### config.mk
export PLATFORM = sky130hd
export DESIGN_NAME = spi_rx_fifo
export DESIGN_NICKNAME = d
export VERILOG_FILES = /design/src/rtl/spi_rx_fifo.sv
export SDC_FILE = /design/constraint.sdc
export NUM_CORES = 1
export LEC_CHECK = 0
export CORE_AREA = 2 2 105 107
export CTS_CLUSTER_SIZE = 24
export DETAILED_ROUTE_END_ITERATION = 7
export DIE_AREA = 0 0 107 109
export PLACE_DENSITY = 0.69
export RECOVER_POWER = 50
export SYNTH_ARGS = -nofsm -noshare
export SYNTH_HDL_FRONTEND = slang
export SYNTH_SLANG_ARGS = --single-unit
### constraint.sdc
create_clock -name clk -period 5.85 [get_ports clk]
set_input_delay 1.17 -clock clk [delete_from_list [all_inputs] [get_ports clk]]
set_output_delay 1.17 -clock clk [all_outputs]
set_load 0.03 [all_outputs]
### src/rtl/spi_rx_fifo.sv
// Receive FIFO behind the SPI slave: synchronizes done_in, captures one din word per done pulse.
// Optional macro SPI_RX_DROP_CNT_EN adds an 8-bit saturating drop counter output.
module spi_rx_fifo #(
    parameter int DATA_W      = 12,
    parameter int DEPTH       = 8,
    parameter int SYNC_STAGES = 2
) (
    input  logic                     clk,
    input  logic                     rst,
    input  logic                     done_in,
    input  logic [DATA_W-1:0]        din,
    output logic                     m_valid,
    input  logic                     m_ready,
    output logic [DATA_W-1:0]        m_data,
    output logic [$clog2(DEPTH):0]   count,
    output logic                     full,
    output logic                     empty,
    output logic                     overflow,
    input  logic                     clr_ovf
`ifdef SPI_RX_DROP_CNT_EN
    ,
    output logic [7:0]               drop_cnt
`endif
);

    localparam int AW = $clog2(DEPTH);
    localparam int CW = AW + 1;

    typedef enum logic [1:0] {IDLE, WRITE, WAIT_LOW} state_t;

    state_t                 state, state_next;
    logic [SYNC_STAGES-1:0] sync_q;
    logic [SYNC_STAGES-1:0] primed_q;
    logic                   done_s, done_d, rise, primed;
    logic                   push, pop, accept, drop;
    logic [DATA_W-1:0]      mem [DEPTH];
    logic [AW-1:0]          wr_ptr, rd_ptr;
    logic [CW-1:0]          count_next;

    assign done_s = sync_q[SYNC_STAGES-1];
    assign primed = primed_q[SYNC_STAGES-1];
    assign rise   = done_s & ~done_d;

    // primed_q marks when done_s reflects real samples, so a done held high through reset is not mistaken for a fresh rise
    always_ff @(posedge clk or negedge rst) begin
        if (!rst) begin
            sync_q   <= '0;
            primed_q <= '0;
            done_d   <= 1'b0;
        end else begin
            sync_q   <= {sync_q[SYNC_STAGES-2:0], done_in};
            primed_q <= {primed_q[SYNC_STAGES-2:0], 1'b1};
            done_d   <= done_s;
        end
    end

    always_ff @(posedge clk or negedge rst) begin
        if (!rst) state <= WAIT_LOW;
        else      state <= state_next;
    end

    always_comb begin
        state_next = state;
        case (state)
            IDLE:     if (rise) state_next = WRITE;
            WRITE:    state_next = WAIT_LOW;
            WAIT_LOW: if (primed && !done_s) state_next = IDLE;
            default:  state_next = WAIT_LOW;
        endcase
    end

    always_comb begin
        push = (state == WRITE);
    end

    assign m_valid = ~empty;
    assign m_data  = empty ? '0 : mem[rd_ptr];
    assign pop     = m_valid & m_ready;
    assign accept  = push & (~full | pop);
    assign drop    = push & full & ~pop;

    always_comb begin
        count_next = count;
        if (accept && !pop)      count_next = count + CW'(1);
        else if (!accept && pop) count_next = count - CW'(1);
    end

    always_ff @(posedge clk) begin
        if (accept) mem[wr_ptr] <= din;
    end

    always_ff @(posedge clk or negedge rst) begin
        if (!rst) begin
            wr_ptr <= '0;
            rd_ptr <= '0;
            count  <= '0;
            full   <= 1'b0;
            empty  <= 1'b1;
        end else begin
            if (accept) wr_ptr <= wr_ptr + AW'(1);
            if (pop)    rd_ptr <= rd_ptr + AW'(1);
            count <= count_next;
            full  <= (count_next == CW'(DEPTH));
            empty <= (count_next == '0);
        end
    end

    // a drop in the same cycle as clr_ovf keeps the flag set
    always_ff @(posedge clk or negedge rst) begin
        if (!rst)         overflow <= 1'b0;
        else if (drop)    overflow <= 1'b1;
        else if (clr_ovf) overflow <= 1'b0;
    end

`ifdef SPI_RX_DROP_CNT_EN
    always_ff @(posedge clk or negedge rst) begin
        if (!rst)                          drop_cnt <= 8'd0;
        else if (clr_ovf)                  drop_cnt <= drop ? 8'd1 : 8'd0;
        else if (drop && drop_cnt != 8'hFF) drop_cnt <= drop_cnt + 8'd1;
    end
`endif

endmodule

==> impl_results.md, run 1 <==
- DR DRC count: 0
- Max-cap violations: 0
- Vias: 2,306
- CTS resizes: 0
- Routed WL: 8.43 mm
- Vias in the first global route: 2,373
- Root buffer cell: clkbuf_8
- Ys flop type: edfxtp_1
- Initial antenna violation count: 0
- First-pass iteration count of the detailed router: 6
- Die X: 107 microns
- GPL Wtd Cong: 0.741
- Area of the multi-input gates: 1140 sq um
- Ranking of synthesized cells by area: edfxtp_1 (63%), mux4_2 (12%), dfrtp_1 (9.8%)
- Cell Chain, Critical Path: buf_4 > mux4_2 > mux2i_1 > nor2_1 > clkdlybuf4s50_1
- CP Data Arrival Time: 2.97 ns
- Clock skew: 0.00781 ns
- Slew HR: 17.3%
- Outcome: finished clean
- ANT cells: 0
- Post-synth EDFFs: 96
- Syn nets: 264
- Hold depth: 0
- Ratio of cells with drive above 1 in the final layout: 20.9%
- Final Hold Vio Count: 0
- Critical Path Source Type: register
- Worst Path Max Fanout: 11
- Max incr delay on CP: 0.69 ns
- Final period util: 70.8%
- CP Buf/Inv Count: 2
- Clock buffers created by TritonCTS: 17
- Synth-to-Final Area Change: 23.3%
- Worst-Margin Slew: 1.24 ns
- Initial core utilization: 43.4%
- Total Routing Usage GR: 16.1%
- Tmin final: 4.14 ns
- Slew Limit Fails: 0
- Area after DPL: 5100 sq um
- Leak pwr: 1.95 nW
- Max rail drop VDD: 0.312 mV
- WL per Instance: 19.1 microns
- Setup_tns: 0 ns
- Post-CTS Setup Repair Bufs: 0
- Hold Crit Class: register to register
- First-pass GRT wire length: 13.3 mm
- Post-Syn Area: 4600 sq um
- Levels on crit path: 5
- GR Overflow Total: 0
- Setup violators final: 0
- Via-to-Cell Ratio: 5.23
- NumNets Final: 309
- # rows: 38
- Max Freq: 241 MHz
- Area share of the largest cell type after synthesis: 62.7%
- # clock sinks: 116
- TritonCTS clock tree: built
- Mean Syn Cell Area: 18.9 sq um
- Seq/Total Area, Yosys: 73.7%
- Yosys reg bits: 116
- H-tree levels: 4
- Register-to-Register Path Depth: 4
- Core Region: 10,600 sq um
- Synth area leader: edfxtp_1
- HPWL Detailed: 5.30 mm
- Maximum buffer depth of the clock tree: 2
- Slowest-stage cell, CP: dfrtp_1
- Insertion delay to the later sink of the worst-skew pair: 0.51 ns
- WP data required: 4.68 ns
- DIE AREA: 11,700 sq um
- Clk slew on worst S/H paths: 0.05 ns
- Library cells used by synthesis: 40
- RSZ-0062 raised after global routing: false
- Fillers: 801
- Ys Warns: 0
- Ys async rst share: 17.2%
- DR iter-0 viols: 222
- Cts hold-fix bufs: 0
- Top Family by Delay on Critical Path: buffers and inverters
- Die Ht: 109 microns
- Largest net degree at the start of global routing: 27
- Design Area, Final: 5670 sq um
- Post-Synthesis Cells: 243
- Input/output buffers: 36
- Pwr Density: 521 nW/um^2
- CP endpoint kind: output port
- Register cell area after layout: 3390 sq um
- I/O pin count: 37
- Antenna viol nets, final: 0
- CP Class: register to output port
## cell usage in the layout (no fill, tap or decap), types with 2 or more instances in the layout
master / Yosys / routed
nor3_2: 0 / 2
dfrtp_1: 18 / 18
a221oi_1: 2 / 2
clkdlybuf4s50_1: 0 / 21
buf_4: 0 / 2
nor3_1: 4 / 2
mux4_2: 24 / 24
dfstp_2: 2 / 2
nand2b_1: 5 / 6
clkbuf_16: 0 / 16
nor2_1: 20 / 20
and3_1: 3 / 3
inv_1: 4 / 4
ha_1: 4 / 4
edfxtp_1: 96 / 96
nor4b_1: 2 / 2
clkinv_2: 0 / 4
mux2i_1: 13 / 13
o21ai_0: 2 / 2
xnor2_1: 4 / 4
clkinvlp_4: 0 / 4
bufinv_16: 0 / 3
nand2_1: 8 / 8
dlygate4sd3_1: 0 / 15
## per-layer routing
metal  up-vias  share of wire [%]  track usage (%)
li1       1047                  -                -
met1      1181                 47             22.5
met2        70                 47             23.9
met3         8                4.4             5.08
met4         0                1.5             6.40
met5         -                  0                0
## state kept, by name, indices dropped and copies added (netlist names)
name      flops
done_d        1
overflow      1
wr_ptr        3
count         4
empty         1
mem          96
sync_q        2
full          1
rd_ptr        3
state         2
primed_q      2
## cell usage after synthesis (3+ instances only)
cell type / count
and3_1: 3
buf_2: 6
clkbuf_1: 4
dfrtp_1: 18
edfxtp_1: 96
ha_1: 4
inv_1: 4
mux2i_1: 13
mux4_2: 24
nand2_1: 8
nand2b_1: 5
nor2_1: 20
nor3_1: 4
xnor2_1: 4
## path summary, 6_finish.rpt
path	startpoint	end	slack, ns
hold reg to reg	primed_q[0]$_DFF_PN0_	primed_q[1]$_DFF_PN0_	0.35
hold / removal	primed_q[0]$_DFF_PN0_	primed_q[1]$_DFF_PN0_	0.35
setup / recovery	rd_ptr[0]$_DFFE_PN0P_	m_data[6]	1.71
max in group asynchronous	rst	done_d$_DFF_PN0_	4.05
setup reg to reg	empty$_DFF_PN1_	mem[7][2]$_DFFE_PP_	3.05
min in group asynchronous	rst	count[0]$_DFF_PN0_	1.24
## per-stage QoR
| stage | hold slack (ns) | std cells | setup WS [ns] | power, mW | util (%) |
|---|---|---|---|---|---|
| final | 0.346 | 441 | 1.71 | 2.95 | 53.5 |
| after global routing | 0.363 | 441 | 1.49 | 3.10 | 53.5 |
| after global placement | 0.331 | 409 | 2.11 | 1.98 | 48.1 |
| after detailed placement | 0.335 | 409 | 2.06 | 1.99 | 48.1 |
| after CTS | 0.347 | 441 | 1.61 | 2.99 | 53.5 |
| after floorplan | 0.331 | 243 | 2.77 | 1.67 | - |
## where the power goes
part           switching (mW)  leakage (nW)  total [mW]  internal (mW)
sequential              0.143          1.10        1.11          0.963
clock                   0.348         0.274       0.992          0.644
combinational           0.427         0.578       0.857          0.430
total                   0.918          1.95        2.95           2.04
## layout make-up
class	count	area share (%)
tap	140	3.09
clock buffer	18	7.37
inverter	4	0.265
timing repair buffer	38	6.62
multi-input combinational	111	20.1
clock inverter	14	2.85
sequential	116	59.7
## worst register-to-register path, stage by stage (launching register included)
cell,delay (ns)
dfstp_2,0.49
nand2b_1,0.33
a21oi_1,0.43
nand2_1,0.20
nor2_1,0.96
## cell families (layout without fill, tap and decap cells)
group	after synthesis	count (layout)	share of synthesized area [%]
AOI/OAI and AO/OA	11	11	1.82
xor gates and xnor gates	5	5	0.953
adders and majority gates	4	4	1.09
buffers and inverters	16	74	1.63
DFF	116	116	73.7
muxes	38	38	14.8
other	1	1	0.0816
and+or+nand+nor	52	52	5.93
No activity file was read; power rests on OpenSTA's default activity.
==> run 2, diff against run 1 <==
Settings changed: PLACE_DENSITY 0.69 to 0.71.
Clock period 5.85 ns to 3.6 ns, I/O delays scaled along.
==> run 2 against run 1 <==
Critical path depth stayed put. Global-route usage is 0.81 points lower. Combinational power is 74% higher. Non-clock buffer count grew 10. Clock-buffer cell count decreased by 1. Die area did not move. Routed wire length shrank 3.3%. Critical endpoint is now m_data[7].
==> impl_results.md, run 2 (synthesis results as in run 1) <==
- Outcome: finished clean (unchanged)
- Initial antenna violation count: 0 (unchanged)
- Biggest regs: mem x96, count x4 (unchanged)
- Commonest non-fill, non-tap cell in the layout: edfxtp_1 (unchanged)
- WL per Instance: 18.1 microns (was 19.1 microns)
- Worst Path Max Fanout: 16 (was 11)
- # rows: 38 (unchanged)
- Setup violators final: 0 (unchanged)
- Input/output buffers: 36 (unchanged)
- # clock sinks: 116 (unchanged)
- RR Endpoint: mem[7][7]$_DFFE_PP_ (was mem[7][2]$_DFFE_PP_)
- Final Hold Vio Count: 0 (unchanged)
- Slew HR: 39.6% (was 17.3%)
- Total Routing Usage GR: 15.3% (was 16.1%)
- Post-Place Cells: 419 (was 409)
- CP endpoint kind: output port (unchanged)
- GPL Wtd Cong: 0.741 (about the same)
- First-pass GRT wire length: 12.7 mm (was 13.3 mm)
- Comb pwr share: 31.1% (was 29.0%)
- Hold Crit Class: register to register (unchanged)
- Final cell count without fillers: 451 (was 441)
- Design Area, Final: 5740 sq um (was 5670 sq um)
- Vias: 2,336 (was 2,306)
- WP data required: 2.88 ns (was 4.68 ns)
- Clk slew on worst S/H paths: 0.05 ns (about the same)
- R2R Setup Slk: 1.28 ns (was 3.05 ns)
- Max-cap violations: 0 (unchanged)
- H-tree levels: 4 (unchanged)
- Clock power share: 33.6% (about the same)
- Place WS: 0.802 ns (was 2.06 ns)
- Slew Limit Fails: 0 (unchanged)
- Pwr Density: 832 nW/um^2 (was 521 nW/um^2)
- Die X: 107 microns (unchanged)
- Sequential power share: 35.3% (was 37.4%)
- Area after DPL: 5170 sq um (was 5100 sq um)
- Largest register FFs: 96 (unchanged)
- Max Freq: 304 MHz
- Critical Path Source Type: register (unchanged)
- Clock skew: 0.0125 ns (was 0.00781 ns)
- NetSw: 1.47 mW (was 918 uW)
- CP startpoint: rd_ptr[0]$_DFFE_PN0P_ (unchanged)
- Final worst slack: 0.308 ns (was 1.71 ns)
- Worst-Margin Slew: 0.903 ns (was 1.24 ns)
- Max rail drop VDD: 0.318 mV (was 0.312 mV)
- Register-to-Register Path Depth: 5 (was 4)
- Internal power: 3.31 mW (was 2.04 mW)
- Routed WL: 8.15 mm (was 8.43 mm)
- Reg with most FFs: mem (unchanged)
- Root buffer cell: clkbuf_8 (unchanged)
- Vias in the first global route: 2,360 (was 2,373)
- DR iter-0 viols: 164 (was 222)
- GR Overflow Total: 0 (unchanged)
- Ratio of cells with drive above 1 in the final layout: 23.2% (was 20.9%)
- Largest net degree at the start of global routing: 27 (unchanged)
- Slowest-stage cell, CP: clkdlybuf4s50_1 (was dfrtp_1)
- Tmin final: 3.29 ns
- CP Class: register to output port (unchanged)
- CP endpoint: m_data[7] (was m_data[6])
- Core Region: 10,600 sq um (unchanged)
- DR DRC count: 0 (unchanged)
- I/O pin count: 37 (unchanged)
- Switching Share: 30.7% (was 31.1%)
- Maximum buffer depth of the clock tree: 2 (unchanged)
- Initial core utilization: 43.4% (unchanged)
- Setup_tns: 0 ns (unchanged)
- Levels on crit path: 5 (unchanged)
- Synth-to-Final Area Change: 25.0% (was 23.3%)
- Antenna viol nets, final: 0 (unchanged)
- NumNets Final: 319 (was 309)
- Max incr delay on CP: 0.63 ns (was 0.69 ns)
- RR Startpoint: empty$_DFF_PN1_ (unchanged)
- Die Ht: 109 microns (unchanged)
- Clock buffers created by TritonCTS: 17 (unchanged)
- Final period util: 91.5%
- Post-CTS Setup Repair Bufs: 0 (unchanged)
- DIE AREA: 11,700 sq um (unchanged)
- Post-layout util: 54.2% (was 53.5%)
- RSZ-0062 raised after global routing: false (unchanged)
- Insertion delay to the later sink of the worst-skew pair: 0.51 ns (about the same)
- First-pass iteration count of the detailed router: 4 (was 6)
- Via-to-Cell Ratio: 5.18 (was 5.23)
- CP Data Arrival Time: 2.57 ns (was 2.97 ns)
- HPWL Detailed: 4.89 mm (was 5.30 mm)
- Cell Chain, Critical Path: buf_4 > mux4_2 > mux2i_1 > nor2_1 > clkdlybuf4s50_1 (unchanged)
- ANT cells: 0 (unchanged)
- TritonCTS clock tree: built (unchanged)
- CTS resizes: 0 (unchanged)
- Top Family by Delay on Critical Path: buffers and inverters (unchanged)
- Most frequent cells in the layout: edfxtp_1 (96), mux4_2 (24), clkdlybuf4s50_1 (22) (was edfxtp_1 (96), mux4_2 (24), clkdlybuf4s50_1 (21))
- CP Buf/Inv Count: 2 (unchanged)
- Cts hold-fix bufs: 0 (unchanged)
- Leak pwr: 2.02 nW (was 1.95 nW)
[run 2: how the worst min path moves through the flow]
stage,start,slack [ns],cells after the start,endpoint
4_1_cts,primed_q[0]$_DFF_PN0_,0.35,0,primed_q[1]$_DFF_PN0_
3_5_place_dp,primed_q[0]$_DFF_PN0_,0.34,0,primed_q[1]$_DFF_PN0_
6_report,primed_q[0]$_DFF_PN0_,0.35,0,primed_q[1]$_DFF_PN0_
3_3_place_gp,primed_q[0]$_DFF_PN0_,0.34,0,primed_q[1]$_DFF_PN0_
2_1_floorplan,primed_q[0]$_DFF_PN0_,0.33,0,primed_q[1]$_DFF_PN0_
5_1_grt,primed_q[0]$_DFF_PN0_,0.35,0,primed_q[1]$_DFF_PN0_
[run 2: power groups by stage]
stage,clock (mW),combinational [mW],sequential [mW]
6_report,1.61,1.49,1.69
5_1_grt,1.69,1.60,1.70
4_1_cts,1.63,1.52,1.69
3_5_place_dp,0,1.51,1.72
3_3_place_gp,0,1.49,1.71
2_1_floorplan,0,0.998,1.72
[run 2: layout make-up]
cell class	instances	area, sq um
Fill cell	816	4860
Sequential cell	116	3390
Multi-Input combinational cell	111	1140
Timing Repair Buffer	48	450
Clock buffer	17	414
Tap cell	140	175
Clock inverter	15	165
Inverter	4	15.0
[run 2: through the flow]
| stage | total power, mW | hold slack, ns |
|---|---|---|
| after floorplan | 2.72 | 0.331 |
| after global placement | 3.20 | 0.335 |
| after detailed placement | 3.23 | 0.338 |
| after CTS | 4.84 | 0.351 |
| after global routing | 4.99 | 0.353 |
| final | 4.78 | 0.348 |
[run 2: layer usage]
layer | track usage [%] | up-vias | routed length [microns]
met4 | 6.96 | 0 | 93
met3 | 4.78 | 6 | 345
met1 | 19.3 | 1205 | 3500
met5 | 0 | - | 0
met2 | 24.6 | 63 | 4220
li1 | - | 1062 | -
